**src/rtl/laoc2_pkg.sv**
```systemverilog
// Shared definitions for the DIN sequencer: FSM states, move-immediate opcode and opcode field.
package laoc2_pkg;

  typedef enum logic [2:0] {
    S_IDLE   = 3'd0,
    S_ISSUE  = 3'd1,
    S_WAIT   = 3'd2,
    S_FINISH = 3'd3,
    S_ERROR  = 3'd4
  } state_t;

  localparam logic [3:0] MVI_OP_DEFAULT = 4'b0001;
  localparam int         OPC_MSB        = 15;
  localparam int         OPC_LSB        = 12;

  function automatic logic is_opcode(input logic [15:0] word, input logic [3:0] op);
    return word[OPC_MSB:OPC_LSB] == op;
  endfunction

endpackage

```
**src/rtl/prog_mem.sv**
```systemverilog
// 16x16 program buffer: synchronous write, asynchronous read, contents survive reset.
module prog_mem (
  input  logic        clk,
  input  logic        we,
  input  logic [3:0]  waddr,
  input  logic [15:0] wdata,
  input  logic [3:0]  raddr,
  output logic [15:0] rdata
);

  logic [15:0] mem_q [16];

  always_ff @(posedge clk) begin
    if (we) begin
      mem_q[waddr] <= wdata;
    end
  end

  assign rdata = mem_q[raddr];

endmodule

```
**src/rtl/din_sequencer.sv**
```systemverilog
// Feeds buffered program words to a processor over DIN/Run, one instruction in flight;
// issue is one cycle, then waits for Done (bounded by TIMEOUT) before the next word.
module din_sequencer
  import laoc2_pkg::*;
#(
  parameter int unsigned TIMEOUT = 15,
  parameter logic [3:0]  MVI_OP  = MVI_OP_DEFAULT
) (
  input  logic        Clock,
  input  logic        Resetn,
  input  logic        Load,
  input  logic [3:0]  LoadAddr,
  input  logic [15:0] LoadData,
  input  logic [4:0]  ProgLen,
  input  logic        Start,
  input  logic        Done,
  output logic [15:0] DIN,
  output logic        Run,
  output logic [4:0]  PC,
  output logic [15:0] ContaInstrucao,
  output logic        Busy,
  output logic        Finished,
  output logic        Error
);

  localparam int unsigned WW = (TIMEOUT < 2) ? 1 : $clog2(TIMEOUT);

  state_t         state_q, state_d;
  logic [4:0]     pc_q, pc_d;
  logic [4:0]     len_q, len_d;
  logic [15:0]    cnt_q, cnt_d;
  logic [WW-1:0]  wait_q, wait_d;
  logic [15:0]    rd_word;

  assign Busy           = (state_q == S_ISSUE) || (state_q == S_WAIT);
  assign Finished       = (state_q == S_FINISH);
  assign Error          = (state_q == S_ERROR);
  assign PC             = pc_q;
  assign ContaInstrucao = cnt_q;

  prog_mem u_prog_mem (
    .clk   (Clock),
    .we    (Load && !Busy),
    .waddr (LoadAddr),
    .wdata (LoadData),
    .raddr (pc_q[3:0]),
    .rdata (rd_word)
  );

  always_comb begin
    state_d = state_q;
    pc_d    = pc_q;
    len_d   = len_q;
    cnt_d   = cnt_q;
    wait_d  = wait_q;
    DIN     = '0;
    Run     = 1'b0;

    case (state_q)
      S_IDLE, S_FINISH, S_ERROR: begin
        if (Start) begin
          len_d   = (ProgLen > 5'd16) ? 5'd16 : ProgLen;
          pc_d    = '0;
          state_d = (ProgLen == 5'd0) ? S_FINISH : S_ISSUE;
        end
      end

      S_ISSUE: begin
        wait_d = '0;
        if (is_opcode(rd_word, MVI_OP)) begin
          // A move-immediate in the last slot has no immediate word to follow it.
          if (pc_q == len_q - 5'd1) begin
            state_d = S_ERROR;
          end else begin
            DIN     = rd_word;
            Run     = 1'b1;
            pc_d    = pc_q + 5'd1;
            state_d = S_WAIT;
          end
        end else begin
          DIN     = rd_word;
          Run     = 1'b1;
          state_d = S_WAIT;
        end
      end

      S_WAIT: begin
        // pc_q already points at the immediate for mvi, so one read covers both cases.
        DIN = rd_word;
        if (Done) begin
          cnt_d   = cnt_q + 16'd1;
          pc_d    = pc_q + 5'd1;
          state_d = (pc_q + 5'd1 == len_q) ? S_FINISH : S_ISSUE;
        end else if (wait_q == WW'(TIMEOUT - 1)) begin
          state_d = S_ERROR;
        end else begin
          wait_d = wait_q + 1'b1;
        end
      end

      default: state_d = S_IDLE;
    endcase
  end

  always_ff @(posedge Clock or negedge Resetn) begin
    if (!Resetn) begin
      state_q <= S_IDLE;
      pc_q    <= '0;
      len_q   <= '0;
      cnt_q   <= '0;
      wait_q  <= '0;
    end else begin
      state_q <= state_d;
      pc_q    <= pc_d;
      len_q   <= len_d;
      cnt_q   <= cnt_d;
      wait_q  <= wait_d;
    end
  end

endmodule

```
**config.mk**
```make
export PLATFORM = sky130hd
export DESIGN_NAME = din_sequencer
export DESIGN_NICKNAME = d
export VERILOG_FILES = /design/src/rtl/laoc2_pkg.sv /design/src/rtl/prog_mem.sv /design/src/rtl/din_sequencer.sv
export SDC_FILE = /design/constraint.sdc
export NUM_CORES = 1
export LEC_CHECK = 0
export BUFFER_PORTS_ARGS = -buffer_cell sky130_fd_sc_hd__buf_2
export CORE_MARGIN = 8
export CORE_UTILIZATION = 40
export CTS_BUF_LIST = sky130_fd_sc_hd__clkbuf_8 sky130_fd_sc_hd__clkbuf_16
export DETAILED_ROUTE_END_ITERATION = 8
export GPL_TIMING_DRIVEN = 0
export SLEW_MARGIN = 5
export SYNTH_ARGS = -nofsm -noshare
export SYNTH_HDL_FRONTEND = slang
export SYNTH_SLANG_ARGS = --single-unit
```
**constraint.sdc**
```tcl
create_clock -name Clock -period 5 [get_ports Clock]
set_input_delay 0.25 -clock Clock [delete_from_list [all_inputs] [get_ports Clock]]
set_output_delay 0.25 -clock Clock [all_outputs]
set_load 0.01 [all_outputs]
```
[Word level (Yosys, flattened, before mapping)]
Memories as Yosys holds them, arrays and structs flattened.
Cells that the tools add are included.
Storage, ports and cells
  input port bits: 30
  memory bits (writable): 256
  memories: 1
  word-level logic and storage cells: 64
  output and inout port bits: 41
  register bits: 33
Operators by class
  reduce and logical (&&, ||, !) cells: 13
  equal/unequal tests: 15
  order comparisons: 1
  add/subtract/negate cells: 4
  mux-type cells: 25
Memory list
  u_prog_mem.mem_q: words 16, bits a word 16, read ports 1, clocked after memory_dff 0, wr ports 1, RTL line prog_mem.sv:11  | logic [15:0] mem_q [16];
Operators by type and width (count)
  16-bit 2-to-1 mux: 2
  16-bit case mux with 2 select lines: 1
  5-bit 2-to-1 mux: 5
  16-bit by 1-bit adder with 16-bit output, second input constant: 1
  3-bit 2-to-1 mux: 5
  5-bit case mux with 3 select lines: 1
  5-bit equality test: 2
  2-bit != test, second input constant: 5
  3-bit case mux with 3 select lines: 1
  4-bit 2-to-1 mux: 2
  4-bit case mux with 2 select lines: 1
  3-bit by 2-bit equality test with 1-bit output, second input constant: 2
  2-bit AND reduction: 3
  5-bit by 1-bit adder with 5-bit output, second input constant: 1
  5-bit greater-than comparator, second input constant: 1
  5-bit logical NOT: 1
  1-bit 2-to-1 mux: 5
  5-bit AND reduction: 1
  5-bit by 1-bit subtractor with 5-bit output, second input constant: 1
  4-bit by 1-bit adder with 4-bit output, second input constant: 1
  4-bit by 1-bit equality test with 1-bit output, second input constant: 1
  4-bit equality test, second input constant: 1
  2-bit 2-to-1 mux: 2
  3-bit by 1-bit equality test with 1-bit output, second input constant: 1
  11 further kinds: 11

[Longest topological paths before layout]
Gate-level depths: netlist of the first run.
  depth in word-level cells: 6
  depth in mapped cells: 9
  gate-level depth less buffers: 8

[Modules after synthesis]
From an unflattened synthesis of the first run, not the netlist that was laid out.
Unflattened totals
  cell total of the unflattened synthesis: 625
  area, all modules: 11733.8 µm²
By module, submodules not included
  prog_mem: instances 1, cells an instance 416, area an instance 9721.8 µm²
  din_sequencer: instances 1, cells an instance 209, area an instance 2011.9 µm²

[Worst setup path before layout of the first run]
No wires, ideal clock.
  path kind: reg2reg
  start: register state_q[0]
  end: memory u_prog_mem.mem_q[0][0], enable pin
  library setup time: 0.409 ns
  stages on the path, launching flop included: 7
  slack: 2.117 ns
  period minus slack after synthesis: 2.883 ns
  arrival time: 2.474 ns
  cells stage by stage: dfrtp_1 > clkbuf_1 > nand2b_1 > a21o_1 > nand2_1 > or3_1 > nor3_1
Between the ends
  longest elaborated chain between the ends: 6
RTL lines
  from (decl): RTL line din_sequencer.sv:28  | state_t state_q, state_d;
  from (signal assigned): RTL line din_sequencer.sv:113  | state_q <= state_d;
  3-bit by 1-bit equality test with 1-bit output / 3-bit by 2-bit equality test with 1-bit output (equally long branches): RTL line din_sequencer.sv:35  | assign Busy = (state_q == S_ISSUE) || (state_q == S_WAIT);
  1-bit logical OR (*): RTL line din_sequencer.sv:35
  1-bit logical NOT (*): RTL line din_sequencer.sv:43  | .we (Load && !Busy),
  1-bit logical AND (*): RTL line din_sequencer.sv:43
  1-bit 2-to-1 mux (*): RTL line prog_mem.sv:14  | if (we) begin
  1-bit 2-to-1 mux (not written as such) (*): RTL line prog_mem.sv:15  | mem_q[waddr] <= wdata;
  to (decl): RTL line prog_mem.sv:11
Mark *: on every way between the ends. The rest lies on a longest branch, timed or not.

[Final worst setup path of the first run]
  start: register pc_q[1], in the netlist PC[1]
  end: output DIN[12]
Between the ends
  longest elaborated chain between the ends: 4
RTL lines
  from (decl): RTL line din_sequencer.sv:29  | logic [4:0] pc_q, pc_d;
  from (signal assigned): RTL line din_sequencer.sv:114  | pc_q <= pc_d;
  memory 16 x 16 bit / 5-bit equality test (equally long branches)
  4-bit by 1-bit equality test with 1-bit output / 16-bit 2-to-1 mux (equally long branches): RTL line laoc2_pkg.sv:17, din_sequencer.sv:72
  16-bit 2-to-1 mux: RTL line din_sequencer.sv:70  | if (is_opcode(rd_word, MVI_OP)) begin
  16-bit case mux with 2 select lines (*): RTL line din_sequencer.sv:59  | case (state_q)
  to (decl): RTL line din_sequencer.sv:17  | output logic [15:0] DIN,
Marks and branches as above.

==> reports/qor.csv, run 1 <==
stage;metric;value;unit
run_status;run_status;finished, final reports clean;
clock_tree;clk_latency;0.56;ns
critical_path;start_kind;flip-flop;
layout;drive_above_1_share;30.9;%
routing;drt-vias-per-instance;5.60;
sta;post-route-period-util;80.6;%
synthesis;muxShareOfSynthArea;14.6;%
synthesis;synth_nets;670;
synthesis;yosys.area_share.simple;5.83;%
placed_design;io_buffers;70;
die;std_cell_rows;63;
routing;ant_nets;0;
sta;clock.fmax;248;MHz
clock_tree;clock-sinks;289;
sta;hold_ws;0.0361;ns
sta;setup_tns;0;ns
sta;relSlewSlack;35.3;%
grt;grt_pass1_wl;42500;microns
routing;drt-pass1-iter-count;5;
routing;avgRoutedWirePerCell;24.1;microns
synthesis;ys_seq_area_share;71.5;%
synthesis;yosys_most_used_dff;edfxtp_1;
sta;setup_violations;0;
layout;antenna-diode-count;0;
layout;area_delta_synth_final;18.5;%
synthesis;synth_cells;635;
clock_tree;tritoncts;done;
routing;route.detailed.drc;0;
hold_path;hold_path.class;in2reg;
routing;via_count;6588;
clock_tree;root_buffer;clkbuf_16;
synthesis;synth_compound_area_share;4.20;%
critical_path;crit_type;reg2out;
sta;period_minus_slack;4.03;ns
layout;fillers;2467;
critical_path;cp.arrival;3.78;ns
grt;gr-total-overflow;0;
synthesis;yosysWarningCount;0;
sta;finalClockSkew;0.0169;ns
die;design.core.area;29500;sq um
critical_path;cp-end-kind;primary output;
die;die_x;189;microns
sta;tightest_slew;0.971;ns
sta;rsz0062_at_grt;false;
grt;grt_use_total;15.6;%
clock_tree;clockBufferDepth;3;
grt;grt_max_degree;34;
synthesis;synth_top_area_share;64.6;%
power_and_ir_drop;power_leakage;4.81;nW
synthesis;yosys.area_share.adder;0.525;%
routing;routed_wl;28400;microns
critical_path;critPathMaxFanout;10;
power_and_ir_drop;power;6.71;mW
routing;drt_iter0_drc;674;
clock_tree;cts_buffers;30;
hold_path;hold_start;Done;
die;start_util;40.4;%
die;ios;71;
synthesis;yosys_register_bits;289;
clock_tree;cts.clk_slew.worst_paths;0.06;ns
synthesis;synth-async-reset-ratio;11.4;%
synthesis;synth_top_family_by_area;multiplexers;
grt;grt_pass1_vias;6807;
clock_tree;htree_levels;1;
synthesis;synth_area_leaders;edfxtp_1 65%, mux4_2 13%, dfrtp_1 6.9%;
hold_path;worstHoldPathCells;3;
clock_tree;postCtsHoldBufs;6;
grt;antenna_found_initial;0;
sta;drv_slew;0;
synthesis;synth.cell_area;11900;sq um
power_and_ir_drop;peakVddDrop;0.000300;V
critical_path;critPathLaunch;PC[1]$_DFFE_PN0P_;
clock_tree;ctsResizeCount;0;
placed_design;placed_cells;1115;
synthesis;synth_edf_count;256;
critical_path;cp_data_required_time;4.75;ns
placed_design;dpl.hpwl;19300;microns
clock_tree;cts_setup_buffers;0;
power_and_ir_drop;p_per_area;475;nW/um^2
sta;hold_violations;0;
die;die_area;35500;sq um
critical_path;r2r_start;PC[1]$_DFFE_PN0P_;
critical_path;reg2reg_depth;8;
layout;finalNonFillerCells;1176;
synthesis;synth_area_leader_cell;edfxtp_1;
layout;nNetsFinal;798;
synthesis;ys_types;61;
layout;fin_util;47.9;%
synthesis;synth_xor_area_share;1.91;%
placed_design;place_congestion;0.864;
die;die_height;189;microns
job;maxCapViolations;0;
synthesis;syn_avg_cell_area;18.8;sq um
## synth_stat cells, types with 3 or more instances
library cell / number
a21boi_0: 13
a21oi_1: 5
a221oi_1: 4
a311o_1: 3
a31oi_1: 4
and3_1: 6
and4_1: 4
buf_2: 9
clkbuf_1: 14
dfrtp_1: 33
edfxtp_1: 256
ha_1: 5
inv_1: 8
mux2_2: 3
mux2i_1: 12
mux4_2: 68
nand2_1: 21
nand2b_1: 10
nand3_1: 16
nand4_1: 5
nor2_1: 27
nor2b_1: 5
nor3_1: 9
nor4b_1: 3
o211ai_1: 3
o21ai_0: 11
or3_1: 4
or4_1: 3
xnor2_1: 17
xor2_1: 9
## flip-flops by register name (all words and copies together) (netlist names)
name / flops
state_q: 3
wait_q: 4
PC: 5
u_prog_mem.mem_q: 256
len_q: 5
ContaInstrucao: 16
## cells in the final DEF, fill, tap and decap left out, types with 6 or more instances in the layout
cell type	instances
buf_6	6
nor2_1	15
a21boi_0	13
dfrtp_1	33
nand2_1	21
edfxtp_1	256
clkbuf_1	14
mux2i_1	12
mux4_2	68
clkbuf_16	30
nand2b_1	10
buf_8	13
nor2_2	12
xnor2_1	17
clkinv_1	9
xor2_1	9
o21ai_0	11
inv_1	13
buf_2	79
dlygate4sd3_1	6
and3_1	6
nand3_1	16
## worst paths after layout
| check | slack [ns] | to |
|---|---|---|
| max | 0.97 | DIN[12] |
| min | 0.04 | state_q[0]$_DFFE_PN0P_ |
| max reg2reg | 1.88 | state_q[1]$_DFFE_PN0P_ |
| min reg2reg | 0.48 | ContaInstrucao[15]$_DFFE_PN0P_ |
| max in group asynchronous | 4.20 | ContaInstrucao[9]$_DFFE_PN0P_ |
| min in group asynchronous | 0.31 | len_q[2]$_DFFE_PN0P_ |
## cell families (layout without fill, tap and decap cells)
group                    after synthesis  after routing
AO/OA/AOI/OAI                         65             65
XOR/XNOR                              26             26
adder cells (fa/ha/maj)                5              5
buffers and inverters                 37            188
flip-flops                           289            289
multiplexers                          85             85
AND/OR/NAND/NOR                      128            128
## routing by layer
layer | share of wire (%) | vias to the layer above | track usage (%)
met5 | 0 | - | 0
met2 | 49 | 269 | 26.5
met4 | 1.7 | 0 | 3.34
met3 | 6.4 | 38 | 2.50
met1 | 43 | 3436 | 21.1
li1 | - | 2845 | -
## per-stage QoR
step	setup WS (ns)	cell area [sq um]
after floorplan	2.12	11900
after global placement	0.675	12700
after detailed placement	1.56	13100
after CTS	0.971	14100
after global routing	0.828	14100
final	0.972	14100
## where the power goes
group	leakage [nW]	switching, mW	internal [mW]
Sequential	2.75	0.0888	2.74
Clock	0.494	0.886	1.29
Combinational	1.57	0.981	0.724
Total	4.81	1.96	4.75
## worst max-delay path, stage by stage, from the launching register on
cell and delay (ns):
dfrtp_1 0.46, buf_2 0.33, buf_2 0.33, mux4_1 0.35, a22oi_1 0.27, o211ai_2 0.30, o31ai_4 0.54, buf_4 0.31
a2bb2oi_1 0.14, buf_2 0.20
## final cells by class
| type | instances | area [sq um] | area share [%] |
|---|---|---|---|
| inverters | 8 | 30.0 | 0.213 |
| multi-input cells | 309 | 3270 | 23.2 |
| clock inverters | 25 | 221 | 1.57 |
| repair buffers | 96 | 693 | 4.91 |
| well taps | 390 | 488 | 3.46 |
| flip-flops and latches | 289 | 8510 | 60.3 |
| plain buffers | 29 | 143 | 1.01 |
| clock buffers | 30 | 751 | 5.32 |
(Power assumes the default switching activity.)
==> run 2, diff against run 1 <==
==> constraint.sdc (replaced) <==
create_clock -name Clock -period 4.16 [get_ports Clock]
set_input_delay 0.208 -clock Clock [delete_from_list [all_inputs] [get_ports Clock]]
set_output_delay 0.208 -clock Clock [all_outputs]
set_load 0.01 [all_outputs]
==> reports/qor.csv, run 2 (synthesized netlist as in run 1, its figures left out) <==
stage;metric;value;unit;change
layout;fillers;2462;;was 2467
layout;nNetsFinal;804;;was 798
run_status;run_status;finished, final reports clean;;unchanged
sta;drv_slew;0;;unchanged
layout;area_delta_synth_final;19.0;%;was 18.5%
grt;grt_pass1_wl;42700;microns;was 42500 microns
routing;routed_wl;28300;microns;was 28400 microns
die;die_area;35500;sq um;unchanged
critical_path;cp-end-kind;primary output;;unchanged
grt;grt_pass1_vias;6850;;was 6807
critical_path;critPathSlowestCell;o31ai_4;;unchanged
clock_tree;clock-sinks;289;;unchanged
routing;drt-pass1-iter-count;7;;was 5
layout;most-common-layout-cells;256 x edfxtp_1, 79 x buf_2, 68 x mux4_2;;unchanged
critical_path;critPathMaxFanout;10;;unchanged
power_and_ir_drop;peakVddDrop;0.000362;V;was 0.000300 V
critical_path;crit_type;reg2out;;unchanged
clock_tree;htree_levels;1;;unchanged
grt;gr-total-overflow;0;;unchanged
routing;avgRoutedWirePerCell;24.0;microns;was 24.1 microns
routing;drt-vias-per-instance;5.57;;was 5.60
sta;setup_tns;0;ns;unchanged
die;start_util;40.4;%;unchanged
sta;post-route-period-util;96.1;%;
critical_path;start_kind;flip-flop;;unchanged
sta;setup_violations;0;;unchanged
critical_path;max_stage_delay;0.53;ns;was 0.54 ns
hold_path;hold_path.class;in2reg;;unchanged
routing;via_count;6579;;was 6588
grt;antenna_found_initial;0;;unchanged
die;ios;71;;unchanged
routing;drt_iter0_drc;610;;was 674
placed_design;io_buffers;70;;unchanged
sta;hold_violations;0;;unchanged
die;die_height;189;microns;unchanged
die;design.core.area;29500;sq um;unchanged
layout;finalNonFillerCells;1182;;was 1176
placed_design;place_congestion;0.864;;unchanged
layout;drive_above_1_share;30.7;%;was 30.9%
clock_tree;tritoncts;done;;unchanged
power_and_ir_drop;power_leakage;4.83;nW;was 4.81 nW
placed_design;dpl.hpwl;19300;microns;unchanged
sta;finalClockSkew;0.0189;ns;was 0.0169 ns
sta;hold_ws;0.0239;ns;was 0.0361 ns
critical_path;cpMostUsedCell;buf_2;;unchanged
sta;clock.fmax;250;MHz;
sta;rsz0062_at_grt;false;;unchanged
routing;ant_nets;0;;unchanged
die;std_cell_rows;63;;unchanged
die;die_x;189;microns;unchanged
power_and_ir_drop;power;8.07;mW;was 6.71 mW
grt;grt_max_degree;34;;unchanged
layout;largest_reg_flops;256;;unchanged
clock_tree;cts_buffers;30;;unchanged
clock_tree;cts_setup_buffers;0;;unchanged
critical_path;cp.arrival;3.79;ns;was 3.78 ns
sta;tightest_slew;0.985;ns;was 0.971 ns
job;maxCapViolations;0;;unchanged
layout;fin_util;48.1;%;was 47.9%
critical_path;crit_chain;buf_2 -> buf_2 -> mux4_1 -> a22oi_1 -> o211ai_2 -> o31ai_4 -> buf_4 -> a2bb2oi_1 -> buf_2;;unchanged
routing;route.detailed.drc;0;;unchanged
critical_path;cp_data_required_time;3.95;ns;was 4.75 ns
clock_tree;root_buffer;clkbuf_16;;unchanged
grt;grt_use_total;15.7;%;was 15.6%
clock_tree;clk_latency;0.56;ns;about the same
layout;layout_commonest_cell;edfxtp_1;;unchanged
sta;relSlewSlack;34.3;%;was 35.3%
power_and_ir_drop;p_per_area;569;nW/um^2;was 475 nW/um^2
layout;largest-register;u_prog_mem.mem_q;;unchanged
layout;antenna-diode-count;0;;unchanged
placed_design;placed_cells;1115;;unchanged
sta;period_minus_slack;4.00;ns;
clock_tree;cts.clk_slew.worst_paths;0.07;ns;was 0.06 ns
clock_tree;clockBufferDepth;3;;unchanged
run 2: changes by cell type in the layout (fill, tap and decap cells not counted):
cell	before	now
dlygate4sd3_1	6	12
run 2: power breakdown:
group	leakage, nW	switching, mW	internal (mW)	total [mW]
registers	2.75	0.107	3.29	3.40
clock network	0.494	1.07	1.55	2.62
logic	1.59	1.18	0.874	2.05
run 2: routing by layer:
metal / share of wire (%) / GRT usage (%)
met5: 0 / 0
met3: 6.4 / 2.50
met1: 43 / 21.2
met4: 1.8 / 3.34
met2: 49 / 26.6
run 2: worst max-delay path, delay by kind of cell, from the launching register on:
| family | cells | cell delay (ns) |
|---|---|---|
| muxes | 1 | 0.35 |
| AOI/OAI and AO/OA | 4 | 1.24 |
| DFF | 1 | 0.46 |
| buffers and inverters | 4 | 1.17 |
run 2: final timing paths:
path	startpoint	end	slack, ns	cells past startpoint
worst max-delay path	PC[1]$_DFFE_PN0P_	DIN[12]	0.16	9
worst min-delay path	LoadData[9]	u_prog_mem.mem_q[2][9]$_DFFE_PP_	0.02	1
worst max register to register	PC[1]$_DFFE_PN0P_	state_q[1]$_DFFE_PN0P_	1.03	8
worst min register to register	ContaInstrucao[15]$_DFFE_PN0P_	ContaInstrucao[15]$_DFFE_PN0P_	0.48	1
max in group asynchronous	Resetn	ContaInstrucao[7]$_DFFE_PN0P_	3.40	2
min in group asynchronous	Resetn	len_q[2]$_DFFE_PN0P_	0.27	2
run 2: final cells by class:
type                       instances  area [sq um]  share of cell area [%]
buffer                            29           143                    1.01
inverter                           8          30.0                   0.212
timing repair buffer             102           753                    5.31
clock inverter                    25           221                    1.56
tap                              390           488                    3.44
sequential                       289          8510                    60.1
multi-input combinational        309          3270                    23.1
clock buffer                      30           751                    5.30
run 2: metrics by stage:
stage | cell area, sq um | setup WS, ns
6_report | 14200 | 0.162
2_1_floorplan | 11900 | 1.28
5_1_grt | 14200 | 0.0296
4_1_cts | 14200 | 0.173
3_5_place_dp | 13100 | 0.763
3_3_place_gp | 12700 | -0.165
run 2: timing repair:
item | in CTS | in global routing
hold buffers | 12 | 0
endpoints found under the hold margin | 40 | 0
resized for setup | 0 | 0
